File: src/rtl/axi_pkg.sv
// Shared AXI encodings and the read-engine state type.
package axi_pkg;

    localparam logic [1:0] RESP_OKAY   = 2'b00;
    localparam logic [1:0] RESP_EXOKAY = 2'b01;
    localparam logic [1:0] RESP_SLVERR = 2'b10;
    localparam logic [1:0] RESP_DECERR = 2'b11;

    localparam logic [1:0] BURST_INCR  = 2'b01;

    typedef enum logic [1:0] {
        ST_IDLE  = 2'd0,
        ST_ISSUE = 2'd1,
        ST_DRAIN = 2'd2
    } state_e;

endpackage

File: src/rtl/axi_skid_buf.sv
// Two-entry valid/ready buffer; input ready depends only on fill level.
module axi_skid_buf #(
    parameter int unsigned WIDTH = 8
) (
    input  logic             clk,
    input  logic             rst,
    input  logic             in_vld_i,
    output logic             in_rdy_o,
    input  logic [WIDTH-1:0] in_data_i,
    output logic             out_vld_o,
    input  logic             out_rdy_i,
    output logic [WIDTH-1:0] out_data_o
);

    logic [WIDTH-1:0] mem_q [2];
    logic             wr_q, wr_d;
    logic             rd_q, rd_d;
    logic [1:0]       cnt_q, cnt_d;
    logic             push, pop;

    assign in_rdy_o   = (cnt_q != 2'd2);
    assign out_vld_o  = (cnt_q != 2'd0);
    assign out_data_o = mem_q[rd_q];
    assign push       = in_vld_i & in_rdy_o;
    assign pop        = out_vld_o & out_rdy_i;

    // Pointer and occupancy update.
    always_comb begin
        wr_d  = wr_q;
        rd_d  = rd_q;
        cnt_d = cnt_q;
        if (push) wr_d = ~wr_q;
        if (pop)  rd_d = ~rd_q;
        case ({push, pop})
            2'b10:   cnt_d = cnt_q + 2'd1;
            2'b01:   cnt_d = cnt_q - 2'd1;
            default: cnt_d = cnt_q;
        endcase
    end

    // Control registers with synchronous reset (flushes the buffer).
    always_ff @(posedge clk) begin
        if (rst) begin
            wr_q  <= 1'b0;
            rd_q  <= 1'b0;
            cnt_q <= 2'd0;
        end else begin
            wr_q  <= wr_d;
            rd_q  <= rd_d;
            cnt_q <= cnt_d;
        end
    end

    // Payload storage; contents are qualified by the occupancy count.
    always_ff @(posedge clk) begin
        if (push) mem_q[wr_q] <= in_data_i;
    end

endmodule

File: src/rtl/axi_rd_stride_engine.sv
// Splits one strided LSU load into AXI read bursts with per-burst ARIDs
// and returns R beats tagged with their transaction index.
module axi_rd_stride_engine
    import axi_pkg::*;
#(
    parameter int unsigned ID_W     = 4,
    parameter int unsigned ADDR_W   = 10,
    parameter int unsigned DATA_W   = 64,
    parameter int unsigned MAX_OUTS = 4,
    parameter int unsigned NUM_W    = 8,
    parameter int unsigned STR_W    = 10
) (
    input  logic              clk,
    input  logic              rst,
    input  logic              cmd_vld,
    output logic              cmd_rdy,
    input  logic [ADDR_W-1:0] cmd_addr,
    input  logic [STR_W-1:0]  cmd_stride,
    input  logic [NUM_W-1:0]  cmd_num,
    input  logic [7:0]        cmd_len,
    input  logic [2:0]        cmd_size,
    input  logic [1:0]        cmd_burst,
    output logic [ID_W-1:0]   ARID,
    output logic [ADDR_W-1:0] ARADDR,
    output logic [7:0]        ARLEN,
    output logic [2:0]        ARSIZE,
    output logic [1:0]        ARBURST,
    output logic              ARVALID,
    input  logic              ARREADY,
    input  logic [ID_W-1:0]   RID,
    input  logic [DATA_W-1:0] RDATA,
    input  logic [1:0]        RRESP,
    input  logic              RLAST,
    input  logic              RVALID,
    output logic              RREADY,
    output logic              lsu_rvld,
    input  logic              lsu_rrdy,
    output logic [DATA_W-1:0] lsu_rdata,
    output logic [NUM_W-1:0]  lsu_ridx,
    output logic              lsu_rlast,
    output logic              done,
    output logic [1:0]        done_resp
);

    typedef struct packed {
        logic [DATA_W-1:0] data;
        logic [NUM_W-1:0]  idx;
        logic              last;
    } rbeat_t;

    localparam int unsigned BEAT_W = $bits(rbeat_t);

    state_e            state_q, state_d;
    logic [ADDR_W-1:0] addr_q, addr_d;
    logic [STR_W-1:0]  stride_q, stride_d;
    logic [NUM_W-1:0]  num_q, num_d;
    logic [NUM_W-1:0]  issued_q, issued_d;
    logic [7:0]        len_q, len_d;
    logic [2:0]        size_q, size_d;
    logic [1:0]        burst_q, burst_d;
    logic              arvld_q, arvld_d;
    logic [ID_W-1:0]   arid_q, arid_d;
    logic [1:0]        resp_q, resp_d;
    logic              done_c;

    logic [MAX_OUTS-1:0] tvld_q, tvld_d;
    logic [NUM_W-1:0]    tidx_q [MAX_OUTS];
    logic [NUM_W-1:0]    tidx_d [MAX_OUTS];

    logic              ar_fire, r_fire, rid_hit;
    logic [NUM_W-1:0]  hit_idx;
    logic              nxt_any;
    logic [ID_W-1:0]   nxt_id;
    logic              sk_in_rdy, sk_out_vld;
    rbeat_t            sk_in, sk_out;

    assign ar_fire = arvld_q & ARREADY;
    assign r_fire  = RVALID & RREADY;

    assign cmd_rdy   = (state_q == ST_IDLE);
    assign ARID      = arid_q;
    assign ARADDR    = addr_q;
    assign ARLEN     = len_q;
    assign ARSIZE    = size_q;
    assign ARBURST   = burst_q;
    assign ARVALID   = arvld_q;
    assign RREADY    = sk_in_rdy;
    assign lsu_rvld  = sk_out_vld;
    assign lsu_rdata = sk_out.data;
    assign lsu_ridx  = sk_out.idx;
    assign lsu_rlast = sk_out.last;
    assign done      = done_c;
    assign done_resp = resp_q;

    // RID lookup: hit only on a live table entry; RIDs beyond the table miss.
    always_comb begin
        rid_hit = 1'b0;
        hit_idx = '0;
        for (int e = 0; e < MAX_OUTS; e++) begin
            if (RID == ID_W'(e) && tvld_q[e]) begin
                rid_hit = 1'b1;
                hit_idx = tidx_q[e];
            end
        end
    end

    // ID table: allocate on AR handshake, free on RLAST of a live entry.
    always_comb begin
        tvld_d = tvld_q;
        tidx_d = tidx_q;
        for (int e = 0; e < MAX_OUTS; e++) begin
            if (state_q == ST_ISSUE && ar_fire && arid_q == ID_W'(e)) begin
                tvld_d[e] = 1'b1;
                tidx_d[e] = issued_q;
            end
            if (r_fire && rid_hit && RLAST && RID == ID_W'(e)) begin
                tvld_d[e] = 1'b0;
            end
        end
    end

    // Lowest free entry as seen after this cycle's table updates.
    always_comb begin
        nxt_any = 1'b0;
        nxt_id  = '0;
        for (int e = MAX_OUTS - 1; e >= 0; e--) begin
            if (!tvld_d[e]) begin
                nxt_any = 1'b1;
                nxt_id  = ID_W'(e);
            end
        end
    end

    // Engine FSM: latch command, issue ARs via address accumulator, drain R.
    always_comb begin
        state_d  = state_q;
        addr_d   = addr_q;
        stride_d = stride_q;
        num_d    = num_q;
        issued_d = issued_q;
        len_d    = len_q;
        size_d   = size_q;
        burst_d  = burst_q;
        arvld_d  = arvld_q;
        arid_d   = arid_q;
        done_c   = 1'b0;
        case (state_q)
            ST_IDLE: begin
                if (cmd_vld) begin
                    state_d  = ST_ISSUE;
                    addr_d   = cmd_addr;
                    stride_d = cmd_stride;
                    num_d    = (cmd_num == '0) ? NUM_W'(1) : cmd_num;
                    issued_d = '0;
                    len_d    = cmd_len;
                    size_d   = cmd_size;
                    burst_d  = cmd_burst;
                    arvld_d  = nxt_any;
                    arid_d   = nxt_id;
                end
            end
            ST_ISSUE: begin
                if (ar_fire) begin
                    addr_d   = ADDR_W'(addr_q + ADDR_W'(stride_q));
                    issued_d = issued_q + NUM_W'(1);
                    if (issued_q == num_q - NUM_W'(1)) begin
                        state_d = ST_DRAIN;
                        arvld_d = 1'b0;
                    end else begin
                        arvld_d = nxt_any;
                        arid_d  = nxt_id;
                    end
                end else if (!arvld_q) begin
                    arvld_d = nxt_any;
                    arid_d  = nxt_id;
                end
            end
            ST_DRAIN: begin
                if (tvld_q == '0 && !sk_out_vld) begin
                    state_d = ST_IDLE;
                    done_c  = 1'b1;
                end
            end
            default: state_d = ST_IDLE;
        endcase
    end

    // Sticky worst-case response; unknown RIDs force DECERR.
    always_comb begin
        resp_d = resp_q;
        if (state_q == ST_IDLE && cmd_vld) begin
            resp_d = RESP_OKAY;
        end else if (r_fire) begin
            if (!rid_hit)
                resp_d = RESP_DECERR;
            else if (RRESP > resp_q)
                resp_d = RRESP;
        end
    end

    // Control and status registers with synchronous reset.
    always_ff @(posedge clk) begin
        if (rst) begin
            state_q  <= ST_IDLE;
            addr_q   <= '0;
            stride_q <= '0;
            num_q    <= '0;
            issued_q <= '0;
            len_q    <= '0;
            size_q   <= '0;
            burst_q  <= BURST_INCR;
            arvld_q  <= 1'b0;
            arid_q   <= '0;
            resp_q   <= RESP_OKAY;
            tvld_q   <= '0;
        end else begin
            state_q  <= state_d;
            addr_q   <= addr_d;
            stride_q <= stride_d;
            num_q    <= num_d;
            issued_q <= issued_d;
            len_q    <= len_d;
            size_q   <= size_d;
            burst_q  <= burst_d;
            arvld_q  <= arvld_d;
            arid_q   <= arid_d;
            resp_q   <= resp_d;
            tvld_q   <= tvld_d;
        end
    end

    // Table index storage; qualified by the valid bits.
    always_ff @(posedge clk) begin
        tidx_q <= tidx_d;
    end

    assign sk_in = '{data: RDATA, idx: hit_idx, last: RLAST};

    axi_skid_buf #(
        .WIDTH(BEAT_W)
    ) u_r_skid (
        .clk       (clk),
        .rst       (rst),
        .in_vld_i  (RVALID & rid_hit),
        .in_rdy_o  (sk_in_rdy),
        .in_data_i (sk_in),
        .out_vld_o (sk_out_vld),
        .out_rdy_i (lsu_rrdy),
        .out_data_o(sk_out)
    );

endmodule
File: config.mk
export PLATFORM = sky130hd
export DESIGN_NAME = axi_rd_stride_engine
export DESIGN_NICKNAME = d
export VERILOG_FILES = /design/src/rtl/axi_pkg.sv /design/src/rtl/axi_skid_buf.sv /design/src/rtl/axi_rd_stride_engine.sv
export SDC_FILE = /design/constraint.sdc
export NUM_CORES = 1
export LEC_CHECK = 0
export ABC_AREA = 1
export CAP_MARGIN = 30
export CORE_MARGIN = 5
export CORE_UTILIZATION = 52
export CTS_BUF_LIST = sky130_fd_sc_hd__clkbuf_4
export CTS_CLUSTER_SIZE = 12
export DETAILED_ROUTE_END_ITERATION = 10
export PLACE_DENSITY = 0.87
export SLEW_MARGIN = 20
export SYNTH_ARGS = -nofsm -noshare
export SYNTH_HDL_FRONTEND = slang
export SYNTH_SLANG_ARGS = --single-unit
File: constraint.sdc
create_clock -name clk -period 5.8 [get_ports clk]
set_clock_uncertainty 0.1 [all_clocks]
set_input_delay 0.87 -clock clk [delete_from_list [all_inputs] [get_ports clk]]
set_output_delay 0.87 -clock clk [all_outputs]
set_load 0.02 [all_outputs]
=== After elaboration in Yosys (flattened, before gate mapping) ===
Memories as Yosys holds them, arrays and structs flattened. A register that Yosys moved wholly into a read port is not among the register bits.
Index checks and enable logic that the tools add are counted.

* Logic and storage cells: 140
* Register bits: 98
* Memories kept: 1
* ROM bits: 0
* RAM bits: 146
* Bits of input ports: 118
* Output and inout bits: 107
* Latch bits: 0

* Add/sub/neg operators: 5
* Reduce and logical (&&, ||, !) cells: 33
* Divide/modulo/power cells: 0
* Equal/unequal tests: 19
* $lt $le $gt $ge: 1
* Multiplexer cells: 55
* Bitwise gates (word level): 7
* $mul: 0
* Shifts and indexed selects: 0

{| class="wikitable"
|+ Memories
! memory !! words !! width !! read ports !! clocked after Yosys merged registers in !! write ports !! RTL line !! source
|-
| u_r_skid.mem_q || 2 || 73 || 1 || 1 || 1 || axi_skid_buf.sv:15 || <nowiki>logic [WIDTH-1:0] mem_q [2];</nowiki>
|}

{| class="wikitable"
|+ Operators by type and width
! operator !! count
|-
| $mux W8 || 7
|-
| $mux W4 || 7
|-
| $mux W1 || 26
|-
| $mux W10 || 2
|-
| $pmux W10 S2 || 1
|-
| $logic_and A1 B1 Y1 || 17
|-
| $eq A4 B2 Y1 const B || 4
|-
| $pmux W8 S2 || 1
|-
| $mux W2 || 7
|-
| $logic_not A4 Y1 || 3
|-
| $add A10 B10 Y10 || 1
|-
| $add A8 B1 Y8 const B || 1
|-
| $eq A4 B1 Y1 const B || 2
|-
| $eq A8 B8 Y1 || 1
|-
| $logic_not A8 Y1 || 1
|-
| $ne A2 B2 Y1 const B || 4
|-
| $pmux W4 S2 || 1
|-
| $reduce_and A4 Y1 || 2
|-
| $sub A8 B1 Y8 const B || 1
|-
| $ne A3 B3 Y1 const B || 2
|-
| $pmux W2 S3 || 1
|-
| $reduce_and A2 Y1 || 3
|-
| $reduce_bool A2 Y1 || 3
|-
| $and A1 B1 Y1 || 5
|-
| 13 further kinds || 17
|}

=== Depth between registers and ports, before layout ===
Gate-level depths: netlist of run 1.

* Depth after elaboration: 17
* Gate-level depth with buffers: 15
* Mapped depth without buffers: 15

=== Modules after synthesis ===
Synthesis of run 1 repeated with hierarchy kept, for this count alone.

* Cells, all modules: 823
* Area, all modules: 10323.7 µm²

{| class="wikitable"
|+ By module, submodules not included
! module !! seq. area each (µm²) !! instances !! cells an instance !! area an instance (µm²)
|-
| axi_skid_buf || 4484.3 || 1 || 265 || 5861.9
|-
| axi_rd_stride_engine || 2162.1 || 1 || 558 || 4461.8
|}

=== Worst setup path after synthesis of run 1 ===
Ideal clock, no wire load.

* Kind: input -> register
* Start: input port RID[3]
* End: memory u_r_skid.mem_q[1][0] (netlist bit), enable pin
* Cell stages on the path: 7
* Buffers on the path: 0
* Required time: 5194 ps
* Arrival: 4561 ps
* Setup time: 506 ps
* Slack: 632 ps
* Cells stage by stage: nor2_2 -> nand3_1 -> nand2_2 -> nor2_4 -> nor2_8 -> inv_1 -> nor2_1

* Word-level cells in the longest chain between the ends: 10
* Elaborated cells on any way between the ends: 16
* Those cells by class: eq/ne (3); mux (6); bitwise (2); reduce/logical (5)

{| class="wikitable"
|+ Ends and longest elaborated chain
! item !! RTL line !! source
|-
| start: declaration || axi_rd_stride_engine.sv:30 || <nowiki>input logic [ID_W-1:0] RID,</nowiki>
|-
| $logic_not A4 Y1 || axi_rd_stride_engine.sv:100 || <nowiki>if (RID == ID_W'(e) && tvld_q[e]) begin</nowiki>
|-
| $logic_and A1 B1 Y1 || axi_rd_stride_engine.sv:100 ||
|-
| $mux W1 (3 in a row) || axi_rd_stride_engine.sv:100 ||
|-
| $mux W1 (*) || axi_rd_stride_engine.sv:100 ||
|-
| $and A1 B1 Y1 (*) || axi_rd_stride_engine.sv:244 || <nowiki>.in_vld_i (RVALID & rid_hit),</nowiki>
|-
| $and A1 B1 Y1 (*) || axi_skid_buf.sv:24 || <nowiki>assign push = in_vld_i & in_rdy_o;</nowiki>
|-
| $mux W1 (*) || axi_skid_buf.sv:56 || <nowiki>if (push) mem_q[wr_q] <= in_data_i;</nowiki>
|-
| $mux W1 (not written as such) (*) || axi_skid_buf.sv:56 ||
|-
| end: declaration || axi_skid_buf.sv:15 ||
|}

Mark *: on every way between the ends. The rest lies on a longest branch, timed or not.

==> results of run 1 <==
-- layer usage --
layer,part of all wire (%),wire (um)
met3,11,2660
met2,49,11900
met1,39,9530
met4,1.6,383
met5,0,0
-- where the power goes --
| part | internal, mW | switching (mW) | total [mW] |
|---|---|---|---|
| clock | 0.746 | 0.650 | 1.40 |
| sequential | 1.89 | 0.0247 | 1.91 |
| combinational | 0.165 | 0.182 | 0.346 |
| total | 2.80 | 0.857 | 3.66 |
-- registers in the layout, indices dropped and copies added, names as in the netlist, 3 cells and up, named ones only --
name,cells
u_r_skid.mem_q,146
tidx_q,32
ARADDR,10
stride_q,10
ARLEN,8
issued_q,8
num_q,8
tvld_q,4
ARSIZE,3
-- critical path: stages (launching register included) --
cell and delay (ns):
dfxtp_4 0.95, mux2_2 0.42, clkdlybuf4s50_1 0.59
-- area by class of cell --
cell class                      instances  area share [%]
Sequential cell                       243            50.0
Timing Repair Buffer                  225            16.9
Clock inverter                         11           0.395
Multi-Input combinational cell        506            22.9
Clock buffer                           96            5.42
Antenna cell                            2          0.0376
Inverter                               67            1.89
Tap cell                              260            2.44
-- kinds of logic after synthesis --
logic type               Yosys count  synth area share [%]
AND/OR/NAND/NOR                  304                  13.6
flip-flops                       243                  66.2
AO/OA/AOI/OAI                    100                  5.32
buffers and inverters             93                  3.66
multiplexers                      73                  8.18
adder cells (fa/ha/maj)           15                  1.94
XOR/XNOR                          12                  1.05
other                              1                0.0373
-- cells in the final DEF (no fill, tap or decap), drive strengths merged --
| cell | synthesis | layout |
|---|---|---|
| a211oi | 5 | 5 |
| a21oi | 40 | 40 |
| a2bb2oi | 1 | 1 |
| a31oi | 3 | 3 |
| buf | 12 | 3 |
| clkbuf | 14 | 96 |
| clkdlybuf4s50 | 0 | 222 |
| clkinv | 0 | 11 |
| conb | 1 | 2 |
| dfxtp | 65 | 65 |
| diode | 0 | 2 |
| edfxtp | 178 | 178 |
| fa | 1 | 1 |
| ha | 14 | 14 |
| inv | 67 | 67 |
| mux2 | 73 | 73 |
| nand2 | 134 | 134 |
| nand2b | 1 | 1 |
| nand3 | 24 | 24 |
| nand3b | 1 | 1 |
| nand4 | 15 | 15 |
| nor2 | 105 | 105 |
| nor3 | 15 | 15 |
| nor3b | 1 | 1 |
| nor4 | 3 | 3 |
| o211ai | 2 | 2 |
| o21ai | 47 | 47 |
| o21bai | 2 | 2 |
| or2 | 5 | 5 |
| xnor2 | 6 | 6 |
| xor2 | 6 | 6 |
-- through the flow --
| stage | power [mW] | hold slack, ns | std cells |
|---|---|---|---|
| 4_1_cts | 3.69 | 0.349 | 1408 |
| 3_5_place_dp | 2.29 | 0.329 | 1301 |
| 6_report | 3.66 | 0.352 | 1410 |
| 3_3_place_gp | 2.28 | 0.327 | 1300 |
| 2_1_floorplan | 2.13 | 0.326 | 842 |
| 5_1_grt | 3.83 | 0.388 | 1408 |
-- worst paths after layout --
| check | from | to |
|---|---|---|
| worst max-delay path | flip-flop | lsu_rdata[61] |
| worst min-delay path | u_r_skid.rd_q$_SDFFE_PP0P_ | flip-flop |
| worst max register to register | u_r_skid.cnt_q[0]$_SDFFE_PP0P_ | u_r_skid.mem_q[1][65]$_DFFE_PP_ |
| worst min register to register | u_r_skid.rd_q$_SDFFE_PP0P_ | flip-flop |
==> flow_summary.toml, run 1 <==
[synth]
yosysMostFrequentCell = "edfxtp_1"
syn-cell-area_sq_mm = 0.0100
ys_top_cells_by_count = "edfxtp_1 (178), nand2_1 (129), nor2_1 (96)"
ys_ff_latch = 243
synthCells = 841
ys.warnings.count = 0
async_flop_share_pct = 0
yosysUniqueCellTypes = 41
ys_top_cells_by_area = "edfxtp_1 (53%), dfxtp_1 (13%), mux2_2 (8.2%)"
avgSynthCellArea_sq_um = 11.9
netlist.top_cell.by_area = "edfxtp_1"
yosysSeqAreaShare_pct = 66.2
yosys.area.top_type_share_pct = 53.2
yosys_most_used_dff = "edfxtp_1"
synth_edf_count = 178

[power]
ir_drop_v = 0.000164
power_density_mw_per_mm2 = 275
p_leak_nw = 4.96

[detailed_routing]
postRouteAntennaNets = 0
drt_first_pass_iters = 4
drt-wirelength-per-cell_um = 17.4
drt-initial-drc-count = 317
routed_wl_mm = 24.5
vias = 7190
viasPerCell = 5.10
drc = 0

[clock_tree]
clock_path_buffers = 3
cts.sinks = 243
cts-resized-gates = 0
htree_levels = 2
clk_pin_slew_worst_paths_ns = 0.06
cts_buffers = 58
cts_tree = "done"
cts_hold_buf = 0
postCtsSetupBuffers = 0
insertion_delay_ns = 0.67
cts_root_buffer = "clkbuf_4"

[global_route]
busiest_layer = "met2"
grt_use_met3_pct = 8.05
grt_pass1_wl_mm = 38.2
grt-ovfl-total = 0
grtUsageTotal_pct = 21.6
met2_usage_pct = 37.6
grt_max_degree = 74
antenna_found_initial = 0
first_global_vias = 7360
use_met1_pct = 25.0

[placed_design]
dpl.hpwl_mm = 16.9
place_ws_ns = 2.15
place_area_sq_mm = 0.0125
portBuffers = 222
gp_congestion = 0.911

[layout]
syn2layout_area_growth_pct = 32.5
final_nets = 1234
register_area_sq_mm = 0.00665
final_util_pct = 70.4
multiInputGateArea_sq_mm = 0.00305
final_area_sq_mm = 0.0133
fillers = 1271
drive_gt1_share_pct = 17.9

[worst_setup_path]
path_max_fanout = 73
critPathLaunchType = "flip-flop"
ff2ff_path_depth = 7
required_ns = 4.83
worst_ep_arrival_time_ns = 2.73
cp-end-kind = "primary output"
crit_type = "reg -> out"
r2r_setup_slack_ns = 3.26

[die]
die-area_sq_mm = 0.0222
rows = 50
initial_core_util_pct = 53.2
coreArea_sq_mm = 0.0189
pin_count = 225
fp.dieH_um = 149
die_x_um = 149

[timing]
report.final.slew_viol_count = 0
hold_viol_final = 0
finalCriticalPeriod_ns = 3.70
timing.fmax_ghz = 0.271
rsz0062_at_grt = "no"
setup_tns_ns = 0
worst_slew_pin_slew_ns = 0.998
post-route-period-util_pct = 63.7
max_slew_margin_pct = 33.4
worst_slack_ns = 2.10
setup_viol = 0

[min_path]
hold_path.class = "reg -> reg"
worstHoldPathCells = 1

[job]
max_cap_violations = 0

[outcome]
status = "finished clean"
Power figures use the tool's default switching activity.
==> run 2: changes to the inputs <==
Clock period 5.8 ns to 3.6 ns, I/O delays scaled along.
==> flow_summary.toml, run 2 (synthesis results as in run 1) <==
[outcome]
status = "finished clean"

[clock_tree]
cts_tree = "done"
postCtsSetupBuffers = 0
cts-resized-gates = 0
insertion_delay_ns = 0.66
cts_root_buffer = "clkbuf_4"
clk_pin_slew_worst_paths_ns = 0.06
cts_buffers = 58
clock_path_buffers = 3
cts.sinks = 243
cts_hold_buf = 0
htree_levels = 2

[global_route]
grt-ovfl-total = 0
grt_max_degree = 46
grt_pass1_wl_mm = 38.3
antenna_found_initial = 0
grtUsageTotal_pct = 21.9
first_global_vias = 7387

[detailed_routing]
vias = 7295
wl_met2_mm = 12.2
drc = 0
wl_met3_mm = 2.84
top_layer = "met4"
routed_wl_mm = 24.8
drt-initial-drc-count = 439
viasPerCell = 5.17
drt-met1-wl_mm = 9.38
postRouteAntennaNets = 0
drt-wirelength-per-cell_um = 17.6
drt_first_pass_iters = 5

[worst_setup_path]
crit_type = "reg -> out"
required_ns = 2.96
critPathLaunchType = "flip-flop"
crit_chain = "buf_4 -> mux2_2 -> clkdlybuf4s50_1"
ff2ff_path_depth = 7
path_max_fanout = 32
worst_ep_arrival_time_ns = 2.66
cp-end-kind = "primary output"
slowest_delay_ns = 0.66
crit_path_top_delay_cell = "dfxtp_4"
crit_family = "buffers and inverters"
cp.depth = 3
crit_buf_inv = 2

[layout]
fin_cells = 1412
largest_register_ffs = 146
multiInputGateArea_sq_mm = 0.00305
final_cell_mix = "clkdlybuf4s50_1 (222), edfxtp_1 (178), nand2_1 (129), nor2_1 (94), clkbuf_4 (94)"
antennaDiodeCount = 0
register_area_sq_mm = 0.00665
syn2layout_area_growth_pct = 33.4
drive_gt1_share_pct = 18.7
final_nets = 1244
largestRegisters = "u_r_skid.mem_q (146), tidx_q (32)"
fillers = 1246
final_common_cell = "clkdlybuf4s50_1"
top_register = "u_r_skid.mem_q"

[timing]
hold_viol_final = 0
setup_tns_ns = 0
max_slew_margin_pct = 47.7
finalCriticalPeriod_ns = 3.30
report.final.slew_viol_count = 0
setup_viol = 0
post-route-period-util_pct = 91.8
rsz0062_at_grt = "no"
worst_slew_pin_slew_ns = 0.784
hold_slack_ns = 0.344
timing.fmax_ghz = 0.303

[die]
die-area_sq_mm = 0.0222
pin_count = 225
initial_core_util_pct = 53.2
die_x_um = 149
rows = 50
fp.dieH_um = 149
coreArea_sq_mm = 0.0189

[power]
ir_drop_v = 0.000295
p_leak_nw = 5.02
power_density_mw_per_mm2 = 443
power_mw = 5.93

[placed_design]
portBuffers = 222
dpl.hpwl_mm = 17.1
place_inst = 1311
gp_congestion = 0.884

[job]
max_cap_violations = 0

[min_path]
worstHoldPathCells = 1
hold_path.class = "reg -> reg"
-- run 2: cell count changes in the layout (fill, tap and decap cells not counted) --
cell / before / now
buf_4: 2 / 10
bufinv_16: 0 / 1
inv_2: 4 / 5
clkinv_2: 1 / 2
clkinv_1: 8 / 2
buf_8: 1 / 0
buf_12: 0 / 3
diode_2: 2 / 0
clkinv_4: 2 / 0
clkbuf_4: 96 / 94
inv_6: 0 / 1
-- run 2: stage by stage --
stage               worst slack [ns]  area (sq um)  utilization (%)
CTS                            0.239         13400             70.9
detailed placement             0.584         12600             66.9
global placement               0.665         12600             66.9
floorplan                    0.00398         10100                -
finish                         0.297         13400             70.9
global route                   0.186         13400             70.9
-- run 2: metal layers --
layer	global-route usage, %	up-vias
li1	-	3515
met1	25.9	3384
met2	37.9	364
met3	7.63	32
met4	6.13	0
met5	0	-
-- run 2: report_power, final --
| part | switching (mW) | internal, mW | total (mW) |
|---|---|---|---|
| Clock | 1.05 | 1.24 | 2.29 |
| Sequential | 0.0401 | 3.04 | 3.08 |
| Combinational | 0.296 | 0.267 | 0.563 |
| Total | 1.38 | 4.55 | 5.93 |
-- run 2: final timing paths --
path | start | to | slack, ns
max reg2reg | u_r_skid.cnt_q[0]$_SDFFE_PP0P_ | u_r_skid.mem_q[0][10]$_DFFE_PP_ | 1.38
min reg2reg | u_r_skid.rd_q$_SDFFE_PP0P_ | flip-flop | 0.34
min | u_r_skid.rd_q$_SDFFE_PP0P_ | flip-flop | 0.34
max | flip-flop | lsu_rdata[20] | 0.30
-- run 2: area by class of cell --
class	count	area share (%)
sequential	243	49.6
clock inverter	7	0.448
timing repair buffer	235	17.6
clock buffer	94	5.27
inverter	67	1.88
tap	260	2.43
multi-input combinational	506	22.8
==> run 3: changes to the inputs <==
Settings changed: CAP_MARGIN 30 to unset, RECOVER_POWER set to 100.
Clock period 3.6 ns to 3.2 ns, I/O delays scaled along.
==> flow_summary.toml, run 3 (synthesis results as in run 1) <==
[global_route]
grtUsageTotal_pct = 21.4
antenna_found_initial = 5
first_global_vias = 7255
grt_max_degree = 62
grt_pass1_wl_mm = 37.6
grt-ovfl-total = 0

[detailed_routing]
viasPerCell = 5.11
vias = 7314
drc = 0
drt-wirelength-per-cell_um = 16.9
drt_first_pass_iters = 4
postRouteAntennaNets = 0
routed_wl_mm = 24.2
drt-initial-drc-count = 301

[layout]
final_nets = 1248
final_common_cell = "edfxtp_1"
largestRegisters = "u_r_skid.mem_q (146), tidx_q (32)"
syn2layout_area_growth_pct = 32.8
final_cell_mix = "edfxtp_1 (178), dlygate4sd3_1 (142), nand2_1 (131), nor2_1 (101), clkbuf_4 (92)"
top_register = "u_r_skid.mem_q"
drive_gt1_share_pct = 16.7
fillers = 1290
largest_register_ffs = 146

[worst_setup_path]
cp-end-kind = "primary output"
critPathLaunchType = "flip-flop"
crit_path_top_delay_cell = "dlygate4sd3_1"
required_ns = 2.62
slowest_delay_ns = 0.66
crit_buf_inv = 2
crit_chain = "buf_4 -> mux2_2 -> dlygate4sd3_1"
crit_family = "buffers and inverters"
crit_type = "reg -> out"
worst_ep_arrival_time_ns = 2.51
r2r_setup_slack_ns = 0.34
path_max_fanout = 16

[die]
die-area_sq_mm = 0.0222
initial_core_util_pct = 53.2
rows = 50
die_x_um = 149
pin_count = 225
coreArea_sq_mm = 0.0189
fp.dieH_um = 149

[power]
pwr-share-comb_pct = 8.9
p_leak_nw = 5.08
p_clk_share_pct = 38.9
switching_share_pct = 23.7
ir_drop_v = 0.000418
power_switching_mw = 1.58
seq_power_share_pct = 52.2
power_density_mw_per_mm2 = 498
p_int_mw = 5.06

[timing]
hold_viol_final = 0
worst_slew_pin_slew_ns = 1.40
setup_viol = 0
finalCriticalPeriod_ns = 3.09
setup_tns_ns = 0
report.final.slew_viol_count = 0
max_slew_margin_pct = 6.51
timing.fmax_ghz = 0.324
post-route-period-util_pct = 96.5
hold_slack_ns = 0.276
rsz0062_at_grt = "no"

[outcome]
status = "finished clean"

[clock_tree]
htree_levels = 2
insertion_delay_ns = 0.68
cts_tree = "done"
cts_root_buffer = "clkbuf_4"
clk_pin_slew_worst_paths_ns = 0.07
cts_buffers = 59
cts.sinks = 243
clock_path_buffers = 3
cts_hold_buf = 0

[job]
max_cap_violations = 0

[min_path]
hold_path.class = "in -> reg"

[placed_design]
gp_congestion = 0.842
dpl.hpwl_mm = 16.7
portBuffers = 222
[run 3: changes by cell type in the layout (fill, tap and decap cells not counted), moves of 7 or more]
cell | previous run | this run
clkinv_1 | 2 | 16
nor2_1 | 94 | 101
dlygate4sd3_1 | 0 | 142
clkdlybuf4s50_1 | 222 | 80
diode_2 | 0 | 7
[run 3: cell type report]
class	instances	area [sq um]	area share, %
antenna	7	17.5	0.131
clock buffer	90	676	5.07
clock inverter	21	116	0.872
inverter	67	251	1.89
multi-input combinational	506	2960	22.2
sequential	243	6650	49.9
tap	260	325	2.44
timing repair buffer	238	2340	17.5
[run 3: power by group through the flow]
stage / logic [mW] / clock network (mW) / registers, mW
final: 0.591 / 2.58 / 3.46
after global routing: 0.655 / 2.81 / 3.47
after CTS: 0.626 / 2.66 / 3.46
after detailed placement: 0.620 / 0 / 3.53
after global placement: 0.604 / 0 / 3.53
after floorplan: 0.290 / 0 / 3.56
[run 3: final timing paths]
kind                                                  from                          to  cells past startpoint
worst min register to register  u_r_skid.rd_q$_SDFFE_PP0P_  u_r_skid.rd_q$_SDFFE_PP0P_                      1
worst max register to register     state_q[0]$_SDFFE_PP0P_    issued_q[7]$_SDFFE_PP0P_                      9
worst min-delay path                            cmd_num[4]       num_q[4]$_SDFFE_PP0P_                      3
worst max-delay path                             flip-flop               lsu_rdata[23]                      3
[run 3: repair_timing]
item / 4_1_cts / 5_1_grt
setup buffers: 1 / 0
gates resized for setup: 0 / 0
setup endpoints to repair: 11 / 0
hold endpoints to repair: 0 / 0
[run 3: metal layers]
metal / vias to the layer above / GRT usage, % / routed length, um
met3: 38 / 7.75 / 2430
met2: 292 / 36.6 / 11700
met1: 3445 / 25.5 / 9680
met5: - / 0 / 27
met4: 4 / 6.22 / 383
li1: 3535 / - / -
[run 3: stage by stage]
step                cells  cell area, sq um  worst slack, ns  utilization [%]  total power, mW
global placement     1313             12600            0.581             66.9             4.14
finish               1432             13300            0.112             70.6             6.64
detailed placement   1313             12600            0.497             66.9             4.15
global route         1427             13300           0.0404             70.5             6.94
floorplan             842             10100           -0.336                -             3.85
CTS                  1425             13400            0.103             71.2             6.75
[run 3: worst register-to-register path, stage by stage, from the launching register on]
cell and delay, ns:
dfxtp_1 0.33, inv_1 0.09, nor2_1 0.87, nand2_4 0.13, nand2_1 0.45, nand3_1 0.23
nor3_1 0.31, nand3_1 0.11, nand2_1 0.08, a21oi_1 0.04
